### src/rtl/mem_if_pkg.sv
// mem_if_pkg: FSM encoding and default timeout shared by the initiator, responder and bench.
package mem_if_pkg;
    typedef enum logic [1:0] {IDLE, ACCESS, RELEASE} state_t;
    localparam int DEFAULT_TIMEOUT = 16;
endpackage

### src/rtl/mem_timeout_counter.sv
// mem_timeout_counter: counts enabled cycles; expired flags the LIMIT-th enabled cycle.
module mem_timeout_counter #(
    parameter int LIMIT = 16
) (
    input  logic clock,
    input  logic clear,
    input  logic enable,
    output logic expired
);
    localparam int W = $clog2(LIMIT + 1);
    logic [W-1:0] count;
    always_ff @(posedge clock)
        count <= clear ? '0 : enable ? count + W'(1) : count;
    assign expired = enable && count == W'(LIMIT - 1);
endmodule

### src/rtl/mem_initiator.sv
// mem_initiator: MEM-stage load/store initiator with alignment check, ack wait and timeout.
module mem_initiator
    import mem_if_pkg::*;
#(
    parameter int TIMEOUT_CYCLES = DEFAULT_TIMEOUT
) (
    input  logic        clock,
    input  logic        cpu_rst,
    input  logic        req_read,
    input  logic        req_write,
    input  logic [31:0] req_addr,
    input  logic [31:0] req_wdata,
    output logic        stall,
    output logic [31:0] rdata,
    output logic        addr_err,
    output logic        timeout_err,
    output logic        mem_cs,
    output logic        mem_we,
    output logic [31:0] mem_addr,
    output logic [31:0] mem_wdata,
    input  logic        mem_ack,
    input  logic [31:0] mem_rdata
);
    state_t state;
    logic   req, aligned, accept, expired;
    assign req     = req_read | req_write;
    assign aligned = req_addr[1:0] == 2'b00;
    assign accept  = state == IDLE && req && aligned;
    assign stall   = !cpu_rst && (accept || state == ACCESS || (state == RELEASE && mem_ack));
    mem_timeout_counter #(.LIMIT(TIMEOUT_CYCLES)) u_timeout (
        .clock  (clock),
        .clear  (cpu_rst || state != ACCESS),
        .enable (state == ACCESS),
        .expired(expired)
    );
    // mem_we doubles as the latched write flag for the whole access
    always_ff @(posedge clock) begin
        if (cpu_rst) begin
            state       <= IDLE;
            mem_cs      <= 1'b0;
            mem_we      <= 1'b0;
            mem_addr    <= '0;
            mem_wdata   <= '0;
            rdata       <= '0;
            addr_err    <= 1'b0;
            timeout_err <= 1'b0;
        end else begin
            addr_err    <= 1'b0;
            timeout_err <= 1'b0;
            case (state)
                IDLE: begin
                    if (accept) begin
                        state     <= ACCESS;
                        mem_cs    <= 1'b1;
                        mem_we    <= req_write;
                        mem_addr  <= req_addr;
                        mem_wdata <= req_wdata;
                    end else begin
                        addr_err <= req && !aligned;
                    end
                end
                ACCESS: begin
                    if (mem_ack) begin
                        state  <= RELEASE;
                        mem_cs <= 1'b0;
                        mem_we <= 1'b0;
                        if (!mem_we)
                            rdata <= mem_rdata;
                    end else if (expired) begin
                        state       <= RELEASE;
                        mem_cs      <= 1'b0;
                        mem_we      <= 1'b0;
                        timeout_err <= 1'b1;
                    end
                end
                RELEASE: begin
                    if (!mem_ack)
                        state <= IDLE;
                end
                default: state <= IDLE;
            endcase
        end
    end
endmodule

### config.mk
export PLATFORM = sky130hd
export DESIGN_NAME = mem_initiator
export DESIGN_NICKNAME = d
export VERILOG_FILES = /design/src/rtl/mem_if_pkg.sv /design/src/rtl/mem_timeout_counter.sv /design/src/rtl/mem_initiator.sv
export SDC_FILE = /design/constraint.sdc
export NUM_CORES = 1
export LEC_CHECK = 0
export CORE_MARGIN = 1
export CORE_UTILIZATION = 25
export DETAILED_ROUTE_END_ITERATION = 7
export SLEW_MARGIN = 10
export SYNTH_ARGS = -nofsm -noshare
export SYNTH_HDL_FRONTEND = slang
export SYNTH_SLANG_ARGS = --single-unit
### constraint.sdc
create_clock -name clock -period 3.64 [get_ports clock]
set_input_delay 1.092 -clock clock [delete_from_list [all_inputs] [get_ports clock]]
set_output_delay 1.092 -clock clock [all_outputs]
set_load 0.005 [all_outputs]
* After elaboration in Yosys (flattened, before gate mapping) *
Cells that the tools add are included.
W data, S select, Z words.

word-level totals
  input port bits = 101
  output and inout port bits = 101
  word-level logic and storage cells = 53
  flip-flop bits (word level) = 107

cells by class
  equal/unequal tests = 7
  mux-type cells = 12
  bitwise operators = 4
  $add $sub $neg = 1
  reductions and logical operators = 20

operators by type and width
  kind                   number
  $reduce_and A3 Y1      3
  $mux W2                4
  $logic_and A1 B1 Y1    6
  $pmux W2 S3            1
  $reduce_or A3 Y1       2
  $add A5 B1 Y5 const B  1
  $eq A5 B4 Y1 const B   1
  $mux W1                5
  $logic_not A2 Y1       2
  $ne A2 B2 Y1 const B   2
  $pmux W1 S2            2
  $logic_or A1 B1 Y1     3
  $ne A3 B3 Y1 const B   1
  $not A1 Y1             3
  $eq A2 B1 Y1 const B   1
  $eq A2 B2 Y1 const B   1
  $logic_not A1 Y1       2
  $ne A2 B1 Y1 const B   1
  $reduce_and A2 Y1      1
  $reduce_bool A2 Y1     1
  $or A1 B1 Y1           1

* Longest topological paths before layout *
Gate-level depths: netlist of run 1.

  word-level depth = 6
  depth in mapped cells = 7

* Modules after synthesis *
A second synthesis of run 1 with hierarchy kept.

unflattened totals
  cell total of the unflattened synthesis = 467
  area, all modules = 4534.3 um^2

by module, submodules not included
  module               times used  cells each  area each (um^2)  seq. area each (um^2)
  mem_initiator        1           443         4274.1            2042.0
  mem_timeout_counter  1           24          260.2             100.1

* Least setup slack after synthesis of run 1 *
No wires, ideal clock.

  path type = input to output
  start point = input req_write
  end point = output stall
  data required time = 2.548 ns
  arrival time = 1.838 ns
  buffers on the path = 1
  slack = 0.710 ns
  stages = 4
  cells stage by stage = or2_1 > nand3_2 > clkbuf_1 > a31oi_1

on the way
  word-level cells in the longest chain between the ends = 6

ends and longest elaborated chain
  what                               RTL line             source
  start, declared                    mem_initiator.sv:10  input logic req_write,
  $or A1 B1 Y1                       mem_initiator.sv:26  assign req = req_read | req_write;
  $logic_and A1 B1 Y1 (2 in series)  mem_initiator.sv:28  assign accept = state == IDLE && req && aligned;
  $logic_or A1 B1 Y1 (2 in series)   mem_initiator.sv:29  assign stall = !cpu_rst && (accept || state == ACCESS || (state == RELEASE && mem_ack));
  $logic_and A1 B1 Y1                mem_initiator.sv:29
  end, declared                      mem_initiator.sv:13  output logic stall,

Every way passes these cells.

* Worst setup path after layout of run 1 *
  start point = input req_addr[0]
  end point = output stall

on the way
  word-level cells in the longest chain between the ends = 5

ends and longest elaborated chain
  what                              RTL line             source
  start, declared                   mem_initiator.sv:11  input logic [31:0] req_addr,
  $logic_not A2 Y1                  mem_initiator.sv:27  assign aligned = req_addr[1:0] == 2'b00;
  $logic_and A1 B1 Y1               mem_initiator.sv:28
  $logic_or A1 B1 Y1 (2 in series)  mem_initiator.sv:29
  $logic_and A1 B1 Y1               mem_initiator.sv:29

Every way passes these cells.

==> results.tsv, run 1 <==
stage	metric	value	unit
run	max-cap viol count	0	
die	Site Rows	44	
setup_path	WP data required	2550	ps
global_route	first-pass GRT wire length	17500	microns
setup_path	Top delay family on crit path	buffers and inverters	
pwr	switching part of the total power	23.4	%
sta	RSZ-0062 raised after global routing	no	
logic_synthesis	register area share after synthesis	57.0	%
global_route	GR Layer Usage met1	16.7	%
global_route	largest net degree at the start of global routing	100	
pwr	Clock Power Share	36.6	%
placed_design	hpwl dp	7710	microns
global_route	vias in the first global route	3505	
cells_and_area	area grow syn2layout	63.9	%
die	Die Y	125	microns
clocking	Max clock buf depth	2	
die	Initial Util	25.8	%
pwr	sequential power share	50.5	%
clocking	number of clock sinks	107	
setup_path	Worst Path Max Fanout	4	
pwr	P_int	1.87	mW
die	Core ar.	0.0146	sq mm
cells_and_area	antenna cells	0	
setup_path	worst path cell trace	clkdlybuf4s50_1 > nor2_2 > buf_4 > nand3_2 > a31oi_1 > dlygate4sd2_1	
routing	DRC Markers	0	
sta	fin crit period	3360	ps
logic_synthesis	Syn Area/Cell	8.14	sq um
die	# IOs	202	
cells_and_area	Fillers	1412	
clocking	CTS buffer count	9	
placed_design	GPL Wtd Cong	0.730	
cells_and_area	# nets final	755	
cells_and_area	Design Area, Final	0.00616	sq mm
logic_synthesis	synthesized cell area	0.00376	sq mm
routing	Vias	3669	
die	die area	0.0155	sq mm
pwr	total chip power	2.44	mW
die	Horiz. Die Dim	125	microns
logic_synthesis	Synthesized Nets	565	
routing	DR vias/cell	4.36	
run_status	status	complete, no violations	
sta	Setup TNS	0	ps
routing	Avg WL per Cell	13.1	microns
global_route	met3 Resource Use GR	4.55	%
sta	Hold Vio Cnt, Final	0	
pwr	PwrDens	396	mW/mm^2
cells_and_area	proportion of layout cells with a drive suffix above 1	4.41	%
logic_synthesis	FF+latch count, synth	107	
clocking	register clock-pin slew on the reported worst setup and hold paths	60	ps
setup_path	crit path kind	in2out	
sta	fin. max-slew vios	0	
logic_synthesis	count of cell types in the netlist	27	
logic_synthesis	cells after synthesis	462	
routing	antenna viol nets, final	0	
sta	max-slew headroom at the worst pin	29.2	%
routing	Starting DRT DRC Count	149	
placed_design	dpl cell area	0.00589	sq mm
pwr	Pleak	2.16	nW
global_route	initial antenna violation count	0	
sta	setup violators final	0	
placed_design	Port Buffers	201	
sta	Final period util	92.3	%
pwr	Max IR drop VDD	0.261	mV
routing	WL final	11000	microns
pwr	P_sw	0.571	mW
setup_path	CP Capture Type	output pin	
sta	Clock Skews	5.51	ps
clocking	TritonCTS clock tree	yes	
global_route	GR met2 Demand/Resource	23.5	%
global_route	GRT Util Overall	14.0	%
setup_path	crit path buf inv count	3	
sta	final hold slack	453	ps
global_route	Top Usage Layer GRT	met2	
global_route	GR Overflow Total	0	
setup_path	Worst EP arrival	2270	ps
clocking	Root Buffer	clkbuf_16	
pwr	combinational power share	12.9	%
setup_path	critical path's slowest cell	clkdlybuf4s50_1	
logic_synthesis	synth warn	0	
clocking	# Post-CTS Setup Buffers	0	
routing	TritonRoute pass-1 iters	4	
setup_path	slowest stage delay, CP	420	ps
setup_path	Worst Setup Start Kind	input pin	
sta	Worst Max-Slew Pin Slew	1060	ps
clocking	clock latency on the worst-skew pair	340	ps
sta	Max Fclk	298	MHz
min_path	Hold Crit Class	reg2reg	
clocking	depth of the CTS H-tree	3	
worst min-delay path: stages (launching register included):
cell	delay, ps
dfxtp_1	310
nand2_1	50
a21oi_1	50
state kept, by name, summed over array words and instances, names as in the netlist:
register         count
u_timeout.count      5
addr_err             1
state                2
mem_wdata           32
mem_addr            32
rdata               32
mem_we               1
timeout_err          1
mem_cs               1
synthesized netlist by cell type, drive strengths merged:
cell type | number | area share (%)
and2b | 1 | 0.20
nor3b | 2 | 0.70
nor2 | 8 | 0.80
clkbuf | 12 | 1.2
a31oi | 1 | 0.17
o211ai | 1 | 0.20
and3 | 5 | 0.83
a21o | 1 | 0.20
xor2 | 1 | 0.23
nand2 | 192 | 19
a21oi | 98 | 13
nand3 | 2 | 0.40
inv | 2 | 0.20
or2 | 1 | 0.17
nor3 | 1 | 0.13
o41ai | 1 | 0.23
nand2b | 1 | 0.17
ha | 2 | 0.67
dfxtp | 107 | 57
o21ai | 1 | 0.13
buf | 19 | 3.6
xnor2 | 1 | 0.23
nand3b | 2 | 0.40
through the flow:
| step | setup slack, ps | instances | utilization (%) |
|---|---|---|---|
| 3_5_place_dp | -19.3 | 825 | 40.4 |
| 4_1_cts | 264 | 841 | 42.2 |
| 3_3_place_gp | -38.7 | 825 | 40.4 |
| 2_1_floorplan | 710 | 462 | - |
| 6_report | 279 | 841 | 42.2 |
| 5_1_grt | 146 | 841 | 42.2 |
placed cells by master, fill, tap and decap left out, drive strengths merged:
master         instances
or2                    1
xor2                   1
a31oi                  1
o211ai                 1
o21ai                  1
clkinvlp               2
and3                   5
clkinv                 4
nor3                   1
a21oi                 98
nand3b                 2
nor3b                  2
clkbuf                10
and2b                  1
xnor2                  1
nand2b                 1
ha                     2
nor2                   8
inv                    2
clkdlybuf4s50        199
nand3                  2
nand2                192
dlygate4sd2            1
o41ai                  1
a21o                   1
dfxtp                107
buf                   10
repair_timing:
item | CTS | global route
hold buffers | 0 | 0
endpoints found under the setup margin | 1 | 0
resized for setup | 2 | 0
cell families after synthesis:
| group | synth area share, % |
|---|---|
| AOI/OAI and AO/OA | 14.0 |
| xor gates and xnor gates | 0.466 |
| adders and majority gates | 0.665 |
| buffers and inverters | 4.96 |
| DFF | 57.0 |
| and+or+nand+nor | 23.0 |
power groups by stage:
stage / clock network (mW) / registers [mW] / logic [mW]
2_1_floorplan: 0 / 1.26 / 0.102
3_3_place_gp: 0 / 1.26 / 0.316
3_5_place_dp: 0 / 1.26 / 0.318
4_1_cts: 0.938 / 1.23 / 0.320
5_1_grt: 0.976 / 1.24 / 0.342
6_report: 0.892 / 1.23 / 0.315
path summary, 6_finish.rpt:
kind                             startpoint                          to  slack, ps  depth (start not counted)
setup / recovery                req_addr[0]                       stall        280                          6
hold / removal    mem_addr[22]$_SDFFE_PP0P_   mem_addr[22]$_SDFFE_PP0P_        450                          2
setup reg to reg      state[0]$_SDFFE_PP0P_  mem_wdata[12]$_SDFFE_PP0P_       2050                          5
hold reg to reg   mem_addr[22]$_SDFFE_PP0P_   mem_addr[22]$_SDFFE_PP0P_        450                          2
final cells by class:
type                       instances  area, sq um  area share (%)
clock inverter                     6         42.5           0.690
tap                              184          230            3.74
clock buffer                      10          229            3.72
multi-input combinational        322         1440            23.3
timing repair buffer             210         2080            33.7
inverter                           2         7.51           0.122
sequential                       107         2140            34.8
per-layer routing:
layer  part of all wire (%)  up-vias
li1                       -     1868
met1                     43     1663
met2                     48      123
met3                    6.8       15
met4                    1.8        0
met5                      0        -
Note: power is estimated with default switching activity, not from simulation.
==> run 2: changes to the inputs <==
Settings changed: CAP_MARGIN set to 20, TNS_END_PERCENT set to 1.
Clock period 3.64 ns to 3.78 ns, I/O delays scaled along.
==> run 2 against run 1 <==
  * Register-to-register slack gained 40 ps
  * Die area stayed put
  * Flip-flop and latch count unchanged
  * Non-clock buffer count is 1 lower
  * Critical path type unchanged
  * Largest power group unchanged
  * Core utilization increased by 0.32 points
  * Design area up 0.75%
  * Count of clock-buffer cells in the layout up 1
==> results.tsv, run 2 (same netlist as run 1, synthesis figures left out) <==
stage	metric	value	unit
run_status	status	complete, no violations	
die	Horiz. Die Dim	125	microns
cells_and_area	final std cells w/o fill	840	
die	Core ar.	0.0146	sq mm
cells_and_area	commonest non-fill, non-tap cell in the layout	clkdlybuf4s50_1	
clocking	CTS buffer count	9	
pwr	combinational power share	12.5	%
cells_and_area	Largest regs	mem_addr: 32 flops, mem_wdata: 32 flops, rdata: 32 flops	
setup_path	cell count of the worst reg-to-reg path	5	
cells_and_area	area grow syn2layout	65.1	%
placed_design	GPL Wtd Cong	0.721	
placed_design	hpwl dp	7690	microns
global_route	vias in the first global route	3525	
sta	Max Fclk	302	MHz
sta	fin. max-slew vios	0	
die	Site Rows	44	
routing	WL final	11000	microns
pwr	P_sw	0.551	mW
sta	Clock Skews	6.88	ps
setup_path	CP Capture Type	output pin	
global_route	GRT Util Overall	14.3	%
routing	Vias	3675	
cells_and_area	area of the multi-input gates	0.00144	sq mm
global_route	initial antenna violation count	0	
placed_design	dpl cell area	0.00589	sq mm
pwr	sequential power share	48.7	%
routing	Starting DRT DRC Count	154	
die	# IOs	202	
global_route	first-pass GRT wire length	17900	microns
cells_and_area	Design Area, Final	0.00621	sq mm
pwr	switching part of the total power	22.6	%
sta	Setup TNS	0	ps
setup_path	slowest stage delay, CP	410	ps
cells_and_area	proportion of layout cells with a drive suffix above 1	4.42	%
routing	antenna viol nets, final	0	
setup_path	crit path kind	in2out	
cells_and_area	# nets final	754	
pwr	Clock Power Share	38.9	%
die	die area	0.0155	sq mm
placed_design	Port Buffers	201	
cells_and_area	antenna cells	0	
die	Die Y	125	microns
setup_path	worst path cell trace	clkdlybuf4s50_1 > nor2_2 > buf_4 > nand3_2 > a31oi_2 > dlymetal6s2s_1	
cells_and_area	Fillers	1442	
clocking	TritonCTS clock tree	yes	
routing	Avg WL per Cell	13.1	microns
sta	fin crit period	3310	ps
routing	TritonRoute pass-1 iters	4	
cells_and_area	Storage cell area	0.00214	sq mm
sta	RSZ-0062 raised after global routing	no	
die	Initial Util	25.8	%
clocking	Root Buffer	clkbuf_16	
clocking	clock latency on the worst-skew pair	340	ps
pwr	Pleak	2.19	nW
global_route	GR Overflow Total	0	
pwr	PwrDens	393	mW/mm^2
setup_path	Worst Setup Start Kind	input pin	
pwr	P_int	1.89	mW
sta	Hold Vio Cnt, Final	0	
clocking	Max clock buf depth	2	
setup_path	critical path's slowest cell	clkdlybuf4s50_1	
global_route	largest net degree at the start of global routing	100	
min_path	Hold Crit Class	reg2reg	
pwr	Max IR drop VDD	0.250	mV
sta	Worst Max-Slew Pin Slew	1050	ps
min_path	hold depth	2	
clocking	number of clock sinks	107	
sta	Final period util	87.7	%
cells_and_area	commonest non-fill, non-tap cells in the layout	clkdlybuf4s50_1, nand2_1, dfxtp_1, a21oi_1, clkbuf_16	
routing	DR vias/cell	4.38	
clocking	register clock-pin slew on the reported worst setup and hold paths	60	ps
clocking	depth of the CTS H-tree	3	
sta	setup violators final	0	
placed_design	placed cell count	824	
sta	final hold slack	453	ps
sta	max-slew headroom at the worst pin	29.7	%
routing	DRC Markers	0	
setup_path	Worst Path Max Fanout	4	
setup_path	Worst EP arrival	2180	ps
run	max-cap viol count	0	
setup_path	WP data required	2650	ps
clocking	cts hold-fix bufs	0	
run 2: final cells by class:
cell class	count	share of cell area (%)
well taps	184	3.71
inverters	2	0.121
clock buffers	11	3.91
flip-flops and latches	107	34.5
repair buffers	209	33.6
clock inverters	5	0.967
multi-input cells	322	23.2
run 2: per-stage QoR:
stage          total power, mW  util [%]  setup WS (ps)
2_1_floorplan             1.31         -            766
3_3_place_gp              1.52      40.4           9.67
3_5_place_dp              1.52      40.4           59.1
4_1_cts                   2.48      42.5           36.2
5_1_grt                   2.55      42.6            373
6_report                  2.44      42.6            465
run 2: critical path, delay by kind of cell:
family	cells	cell delay, ps
compound gates	1	140
simple gates	2	190
buf+inv	3	700
run 2: path summary, 6_finish.rpt:
kind | start | endpoint | slack [ps]
worst max register to register | state[1]$_SDFFE_PP0P_ | mem_wdata[27]$_SDFFE_PP0P_ | 2090
worst max-delay path | req_addr[0] | stall | 470
worst min register to register | mem_addr[22]$_SDFFE_PP0P_ | mem_addr[22]$_SDFFE_PP0P_ | 450
worst min-delay path | mem_addr[22]$_SDFFE_PP0P_ | mem_addr[22]$_SDFFE_PP0P_ | 450
run 2: repair_timing:
item,CTS,global route
gates resized for setup,0,3
setup buffers,0,0
endpoints found under the setup margin,0,1
run 2: routing by layer:
layer  vias to the layer above  GRT usage (%)  routed length, microns
met5                         -              0                       0
met4                         0           5.17                     187
met3                        14           4.68                     862
met2                       128           23.7                    5330
met1                      1674           17.2                    4630
li1                       1859              -                       -
run 2: power by group through the flow:
stage               sequential [mW]  combinational [mW]  clock, mW
floorplan                      1.22              0.0982          0
global placement               1.21               0.305          0
detailed placement             1.21               0.307          0
CTS                            1.19               0.308      0.986
global route                   1.19               0.332       1.03
finish                         1.19               0.305      0.948
